File: src/rtl/imem_loader.sv
// Boot-time loader: assembles a little-endian UART byte stream into 32-bit words and drives
// the instruction-memory load port. Optional trailing XOR checksum: IMEM_LOADER_CHECKSUM_EN.
module imem_loader #(
  parameter int         MAX_WORDS = 64,
  parameter logic [7:0] ACK_OK    = 8'hAA,
  parameter logic [7:0] ACK_ERR   = 8'hEE
) (
  input  logic        clk,
  input  logic        rstn,
  input  logic [7:0]  rx_data,
  input  logic        rx_valid,
  input  logic        reload,
  output logic [31:0] pro_data,
  output logic [31:0] pro_addr,
  output logic        memwrite,
  output logic [7:0]  tx_data,
  output logic        tx_valid,
  input  logic        tx_ready,
  output logic        cpu_hold,
  output logic        done
);

  localparam int IW = $clog2(MAX_WORDS) + 1;

`ifdef IMEM_LOADER_CHECKSUM_EN
  typedef enum logic [2:0] {
    S_HDR = 3'd0, S_DATA = 3'd1, S_ACK = 3'd2, S_ERR_ACK = 3'd3,
    S_DONE = 3'd4, S_ERR = 3'd5, S_CSUM = 3'd6
  } state_t;
  localparam state_t END_STATE = S_CSUM;
`else
  typedef enum logic [2:0] {
    S_HDR = 3'd0, S_DATA = 3'd1, S_ACK = 3'd2, S_ERR_ACK = 3'd3,
    S_DONE = 3'd4, S_ERR = 3'd5
  } state_t;
  localparam state_t END_STATE = S_ACK;
`endif

  state_t          state_r;
  state_t          state_next_s;
  logic [1:0]      byte_cnt_r;
  logic [31:0]     count_r;
  logic [31:0]     word_r;
  logic [IW-1:0]   word_idx_r;
  logic [7:0]      csum_r;
  logic [31:0]     pro_data_r;
  logic [31:0]     pro_addr_r;
  logic            memwrite_r;
  logic [7:0]      tx_data_r;
  logic            tx_valid_r;
  logic            cpu_hold_r;
  logic            done_r;

  logic            last_byte_s;
  logic [31:0]     hdr_count_s;
  logic [31:0]     assembled_s;
  logic [IW-1:0]   idx_inc_s;
  logic [31:0]     idx_ext_s;
  logic            last_word_s;
  logic            restart_s;
  logic [7:0]      tx_data_s;
  logic            tx_valid_s;
  logic            cpu_hold_s;
  logic            done_s;

  // Bytes arrive LSB first, so each new byte is shifted in at the top.
  assign last_byte_s = rx_valid && (byte_cnt_r == 2'd3);
  assign hdr_count_s = {rx_data, count_r[31:8]};
  assign assembled_s = {rx_data, word_r[31:8]};
  assign idx_inc_s   = word_idx_r + IW'(1);
  assign idx_ext_s   = 32'(idx_inc_s);
  assign last_word_s = (idx_ext_s == count_r);
  assign restart_s   = reload && ((state_r == S_DONE) || (state_r == S_ERR));

  // State register.
  always_ff @(posedge clk or negedge rstn) begin
    if (!rstn) begin
      state_r <= S_HDR;
    end else begin
      state_r <= state_next_s;
    end
  end

  // Next-state logic.
  always_comb begin
    state_next_s = state_r;
    case (state_r)
      S_HDR: begin
        if (last_byte_s) begin
          if (hdr_count_s == 32'd0) begin
            state_next_s = END_STATE;
          end else if (hdr_count_s > 32'(MAX_WORDS)) begin
            state_next_s = S_ERR_ACK;
          end else begin
            state_next_s = S_DATA;
          end
        end else begin
          state_next_s = S_HDR;
        end
      end
      S_DATA: begin
        if (last_byte_s && last_word_s) begin
          state_next_s = END_STATE;
        end else begin
          state_next_s = S_DATA;
        end
      end
`ifdef IMEM_LOADER_CHECKSUM_EN
      S_CSUM: begin
        if (rx_valid) begin
          state_next_s = (rx_data == csum_r) ? S_ACK : S_ERR_ACK;
        end else begin
          state_next_s = S_CSUM;
        end
      end
`endif
      S_ACK: begin
        if (tx_ready) begin
          state_next_s = S_DONE;
        end else begin
          state_next_s = S_ACK;
        end
      end
      S_ERR_ACK: begin
        if (tx_ready) begin
          state_next_s = S_ERR;
        end else begin
          state_next_s = S_ERR_ACK;
        end
      end
      S_DONE, S_ERR: begin
        if (reload) begin
          state_next_s = S_HDR;
        end else begin
          state_next_s = state_r;
        end
      end
      default: state_next_s = S_HDR;
    endcase
  end

  // Output decode from the next state so the registered outputs line up with the state.
  always_comb begin
    tx_data_s  = 8'd0;
    tx_valid_s = 1'b0;
    cpu_hold_s = 1'b1;
    done_s     = 1'b0;
    case (state_next_s)
      S_ACK: begin
        tx_data_s  = ACK_OK;
        tx_valid_s = 1'b1;
      end
      S_ERR_ACK: begin
        tx_data_s  = ACK_ERR;
        tx_valid_s = 1'b1;
      end
      S_DONE: begin
        cpu_hold_s = 1'b0;
        done_s     = 1'b1;
      end
      default: begin
        tx_data_s  = 8'd0;
        tx_valid_s = 1'b0;
      end
    endcase
  end

  // Output registers.
  always_ff @(posedge clk or negedge rstn) begin
    if (!rstn) begin
      tx_data_r  <= 8'd0;
      tx_valid_r <= 1'b0;
      cpu_hold_r <= 1'b1;
      done_r     <= 1'b0;
    end else begin
      tx_data_r  <= tx_data_s;
      tx_valid_r <= tx_valid_s;
      cpu_hold_r <= cpu_hold_s;
      done_r     <= done_s;
    end
  end

  // Byte assembly, word index and load-port write.
  always_ff @(posedge clk or negedge rstn) begin
    if (!rstn) begin
      byte_cnt_r <= 2'd0;
      count_r    <= 32'd0;
      word_r     <= 32'd0;
      word_idx_r <= '0;
      csum_r     <= 8'd0;
      pro_data_r <= 32'd0;
      pro_addr_r <= 32'd0;
      memwrite_r <= 1'b0;
    end else begin
      memwrite_r <= 1'b0;
      if (restart_s) begin
        byte_cnt_r <= 2'd0;
        count_r    <= 32'd0;
        word_idx_r <= '0;
        csum_r     <= 8'd0;
      end else if (rx_valid && (state_r == S_HDR)) begin
        byte_cnt_r <= byte_cnt_r + 2'd1;
        count_r    <= hdr_count_s;
      end else if (rx_valid && (state_r == S_DATA)) begin
        byte_cnt_r <= byte_cnt_r + 2'd1;
        word_r     <= assembled_s;
        csum_r     <= csum_r ^ rx_data;
        if (byte_cnt_r == 2'd3) begin
          memwrite_r <= 1'b1;
          pro_data_r <= assembled_s;
          pro_addr_r <= {idx_ext_s[29:0], 2'b00};
          word_idx_r <= idx_inc_s;
        end
      end
    end
  end

  assign pro_data = pro_data_r;
  assign pro_addr = pro_addr_r;
  assign memwrite = memwrite_r;
  assign tx_data  = tx_data_r;
  assign tx_valid = tx_valid_r;
  assign cpu_hold = cpu_hold_r;
  assign done     = done_r;

endmodule

File: config.mk
export PLATFORM = sky130hd
export DESIGN_NAME = imem_loader
export DESIGN_NICKNAME = d
export VERILOG_FILES = /design/src/rtl/imem_loader.sv
export SDC_FILE = /design/constraint.sdc
export NUM_CORES = 1
export LEC_CHECK = 0
export CAP_MARGIN = 0
export CORE_ASPECT_RATIO = 0.7
export CORE_MARGIN = 1
export CORE_UTILIZATION = 30
export DETAILED_ROUTE_END_ITERATION = 12
export GPL_TIMING_DRIVEN = 0
export SLEW_MARGIN = 25
export SYNTH_ARGS = -nofsm -noshare
export SYNTH_HDL_FRONTEND = slang
export SYNTH_SLANG_ARGS = --single-unit
File: constraint.sdc
create_clock -name clk -period 3.85 [get_ports clk]
set_input_delay 0.77 -clock clk [delete_from_list [all_inputs] [get_ports clk]]
set_output_delay 0.77 -clock clk [all_outputs]
set_load 0.03 [all_outputs]
==> results of run 1 <==
cell usage in the layout, fill, tap and decap left out, types with 2 or more instances in the layout:
cell type / n
sky130_fd_sc_hd__and3_1: 3
sky130_fd_sc_hd__clkbuf_1: 18
sky130_fd_sc_hd__xnor2_1: 11
sky130_fd_sc_hd__o21a_1: 2
sky130_fd_sc_hd__nor2_1: 14
sky130_fd_sc_hd__nor3_1: 5
sky130_fd_sc_hd__buf_4: 32
sky130_fd_sc_hd__clkdlybuf4s50_1: 60
sky130_fd_sc_hd__ha_1: 2
sky130_fd_sc_hd__nor4_1: 8
sky130_fd_sc_hd__o21ai_1: 17
sky130_fd_sc_hd__mux2_2: 20
sky130_fd_sc_hd__xor2_1: 2
sky130_fd_sc_hd__o21ai_0: 4
sky130_fd_sc_hd__dfrtp_1: 111
sky130_fd_sc_hd__nand2_1: 121
sky130_fd_sc_hd__conb_1: 27
sky130_fd_sc_hd__a22o_1: 32
sky130_fd_sc_hd__inv_1: 2
sky130_fd_sc_hd__buf_2: 3
sky130_fd_sc_hd__buf_6: 2
sky130_fd_sc_hd__inv_2: 3
sky130_fd_sc_hd__a21o_1: 3
sky130_fd_sc_hd__nand3_1: 4
sky130_fd_sc_hd__clkbuf_16: 9
sky130_fd_sc_hd__clkinvlp_4: 2
sky130_fd_sc_hd__mux2_1: 4
sky130_fd_sc_hd__nand2b_1: 4
sky130_fd_sc_hd__a21oi_1: 5
cells by family (layout without fill, tap and decap cells):
group                      Yosys count  in the layout  share of synthesized area
and+or+nand+nor                    169            169                      0.150
DFF                                112            112                      0.585
AOI/OAI and AO/OA                   69             69                      0.105
buffers and inverters               59            135                     0.0736
muxes                               24             24                     0.0564
xor gates and xnor gates            13             13                     0.0238
adders and majority gates            2              2                    0.00522
other                                1             27                   0.000782
flip-flops by register name (all words and copies together), names as in the netlist, 2 cells and up:
register,flops
byte_cnt_r,2
count_r,32
word_idx_r,7
state_r,3
pro_addr,7
word_r,24
pro_data,32
tx_data,2
cell type report:
class                   instances  area (µm²)
flip-flops and latches        112        2800
repair buffers                 62         639
clock inverters                 3        20.0
well taps                     200         250
plain buffers                  54         334
inverters                       5        18.8
multi-input cells             304        1740
fillers                      1476        9500
clock buffers                  11         243
report_power, final:
group | leakage (nW) | internal [mW] | switching [mW]
registers | 1.43 | 1.66 | 0.385
logic | 1.29 | 0.840 | 1.00
clock network | 0.123 | 0.449 | 0.398
total | 2.85 | 2.95 | 1.78
metrics by stage:
| stage | setup WS (ns) | utilization |
|---|---|---|
| CTS | 0.527 | 0.389 |
| floorplan | 1.54 | - |
| finish | 0.524 | 0.389 |
| global route | 0.300 | 0.389 |
| detailed placement | 0.177 | 0.372 |
| global placement | -2.15 | 0.370 |
layer usage:
metal  global-route usage  wire [µm]
met1                0.200       5300
met3               0.0350        580
met5                    0          0
met4               0.0491        177
met2                0.193       4500
worst paths after layout:
check | startpoint | to | slack [ns] | cells after the start
min in group clk | word_r[8]$_DFFE_PN0P_ | pro_data[0]$_DFFE_PN0P_ | 0.47 | 2
max in group asynchronous | rstn | word_r[17]$_DFFE_PN0P_ | 2.82 | 2
min | rstn | done$_DFF_PN0_ | 0.36 | 1
max reg2reg | state_r[2]$_DFF_PN0_ | pro_data[25]$_DFFE_PN0P_ | 0.97 | 9
min reg2reg | word_r[8]$_DFFE_PN0P_ | pro_data[0]$_DFFE_PN0P_ | 0.47 | 2
max | rx_valid | pro_data[25]$_DFFE_PN0P_ | 0.52 | 9
==> impl.org, run 1 <==
** Drt
- First-iteration detailed-routing DRC count :: 221
- The pre-antenna-repair detailed-routing pass consisted of 4 iterations.
- Vias per Instance :: 4.57
- Once detail routing completed, the nets flagged for antenna violations numbered 0.
- For this block, the via count after detailed routing is around 3,400.
- Average routed wire per standard cell :: roughly 14 µm
- Routed WL :: 10,600 µm
- For this run, design rule violations remaining after detail routing come to 0.

** Global routing
- Vias in the first global route :: 3,320
- The initial antenna violation count came to 0.
- In the global route stage, overall resource usage came out at 0.137.
- Summed over all layers, the global routing overflow is 0.
- Maximum number of pins on one net before global-route repair :: 62
- The first global-routing pass estimated 17,500 µm of wire.

** Worst setup path
- The number of buffers and inverters on the critical path is 5.
- Delay of the slowest cell on the worst path :: 0.56 ns
- Highest fanout seen on the critical path :: 10
- For the worst setup path, the data required time is 4.13 ns.
- The worst setup path is captured at a flip-flop.
- Top Family by Delay on Critical Path :: buffers and inverters
- Critical Setup Path Class :: primary input to flip-flop
- Critical-path cell list :: clkdlybuf4s50_1 > and4_1 > clkbuf_1 > nand2_1 > inv_2 > clkbuf_1 > buf_1 > nand2_1 > nand2_1
- Most repeated library cell on the critical path :: sky130_fd_sc_hd__nand2_1
- Among all stages on the critical path, the largest delay is contributed by sky130_fd_sc_hd__clkdlybuf4s50_1.
- Arrival time of the worst setup path :: 3.61 ns
- The worst setup path is launched from a primary input.

** Clock network
- Clock Path Buffers :: 2
- Number of buffers added by the clock tree synthesis step :: 9
- TritonCTS built the clock tree.
- The clock reaches the later pin of the worst-skew pair after 0.34 ns.
- Hold bufs inserted after CTS :: 0
- After clock tree synthesis, the clock-pin slew on the worst setup and hold paths is 0.07 ns.
- After clock tree synthesis, the repair step resized 0 gates.
- Total clock sinks :: 112
- Post CTS Setup Buffer Count :: 0
- The tree is rooted in a sky130_fd_sc_hd__clkbuf_16.
- # H-tree levels :: 3

** STA
- Total Neg Setup Slack :: 0 ns
- Setup violations remaining at the end of the flow were counted as 0.
- Based on the critical path, the design can be clocked at up to roughly 300 MHz.
- The count of final max-slew check failures was 0.
- Of the available clock period, the critical path in the final layout requires 0.864.
- At the pin with the least slew margin, the transition time is about 0.66 ns.
- Layout Skew :: 0.00498 ns
- Time the worst path needs with I/O delays and setup :: between 3 and 4 ns
- Setup repair after global routing left no endpoint under its margin.
- The tightest hold path in the finished design has a slack of 0.365 ns.
- Measured against its own limit, the worst slew margin works out to 0.557.
- Final Hold Vio Count :: 0

** Die
- Area of the core :: 0.0155 mm²
- In this run the count of I/O pins placed on the die edge is 89.
- Die height :: 108 µm
- Effective utilization at floorplan :: 0.308
- Std-Cell Rows :: 38
- Die Area :: 0.0165 mm²
- From left edge to right edge, the die measures roughly 150 µm.

** Synthesis
- The share of synthesized area in the top cell type comes to 0.579.
- The synthesized netlist occupies a cell area of 0.00479 mm².
- Gate count after technology mapping :: around 450
- Number of warning messages in the yosys log :: 0
- Mean instance size in the synthesized netlist :: 10.7 µm²
- Most used standard cell by instance count after synthesis :: sky130_fd_sc_hd__nand2_1
- Sequential cell area fraction in the yosys report :: 0.585
- The synthesized design contains 0 enable-type register cells.
- Cell accounting for the most synthesized area :: sky130_fd_sc_hd__dfrtp_1
- Leading post-synthesis cells by cell area :: sky130_fd_sc_hd__dfrtp_1, sky130_fd_sc_hd__nand2_1, sky130_fd_sc_hd__a22o_1
- Synth Flop Type :: sky130_fd_sc_hd__dfrtp_1
- Leading post-synthesis cells by instance count :: sky130_fd_sc_hd__nand2_1, sky130_fd_sc_hd__dfrtp_1, sky130_fd_sc_hd__a22o_1, sky130_fd_sc_hd__buf_4, sky130_fd_sc_hd__mux2_2
- The synthesized netlist contains 43 unique library cells.
- Number of storage elements in the synthesis netlist :: 112
- In the synthesized netlist the async set-or-reset flop fraction comes to 1.00.

** Final layout
- Final standard cell count with taps included and fillers excluded :: 751
- The net count of the finished layout is 563.
- Fraction of final layout cells with drive strength greater than 1 :: 0.140
- The area growth from synthesis to layout is 26.2%.
- Number of inserted diodes :: 0
- Once layout is done, the placed cells without fillers occupy between 0.006 and 0.007 mm².

** Pwr
- Static Leak :: ~2.8 nW
- Total power for the finished layout comes to roughly 4.7 mW.
- Maximum ir drop on the vdd rail :: 0.000246 V
- Power per standard cell area :: about 800 mW/mm²

** Min path
- Type of the most critical hold path :: primary input to async pin

** Flow run
- Max-Cap Viols :: 0

** Placed design
- The HPWL after detailed placement is 7790 µm.
- Total placed cells including tap cells :: 737
- Buffers added on ports :: 61
- After detailed placement, the total cell area comes to around 0.0058 mm².
- Gp weighted congestion :: 0.874

** Status
- Run status :: finished, final reports clean
Power figures use the tool's default switching activity.
==> run 2: changes to the inputs <==
SETUP_SLACK_MARGIN = 0.02   (was default)
TNS_END_PERCENT = 1   (was default)
==> results of run 2 <==
No change in the layout: final DEF, timing and power equal those of run 1.
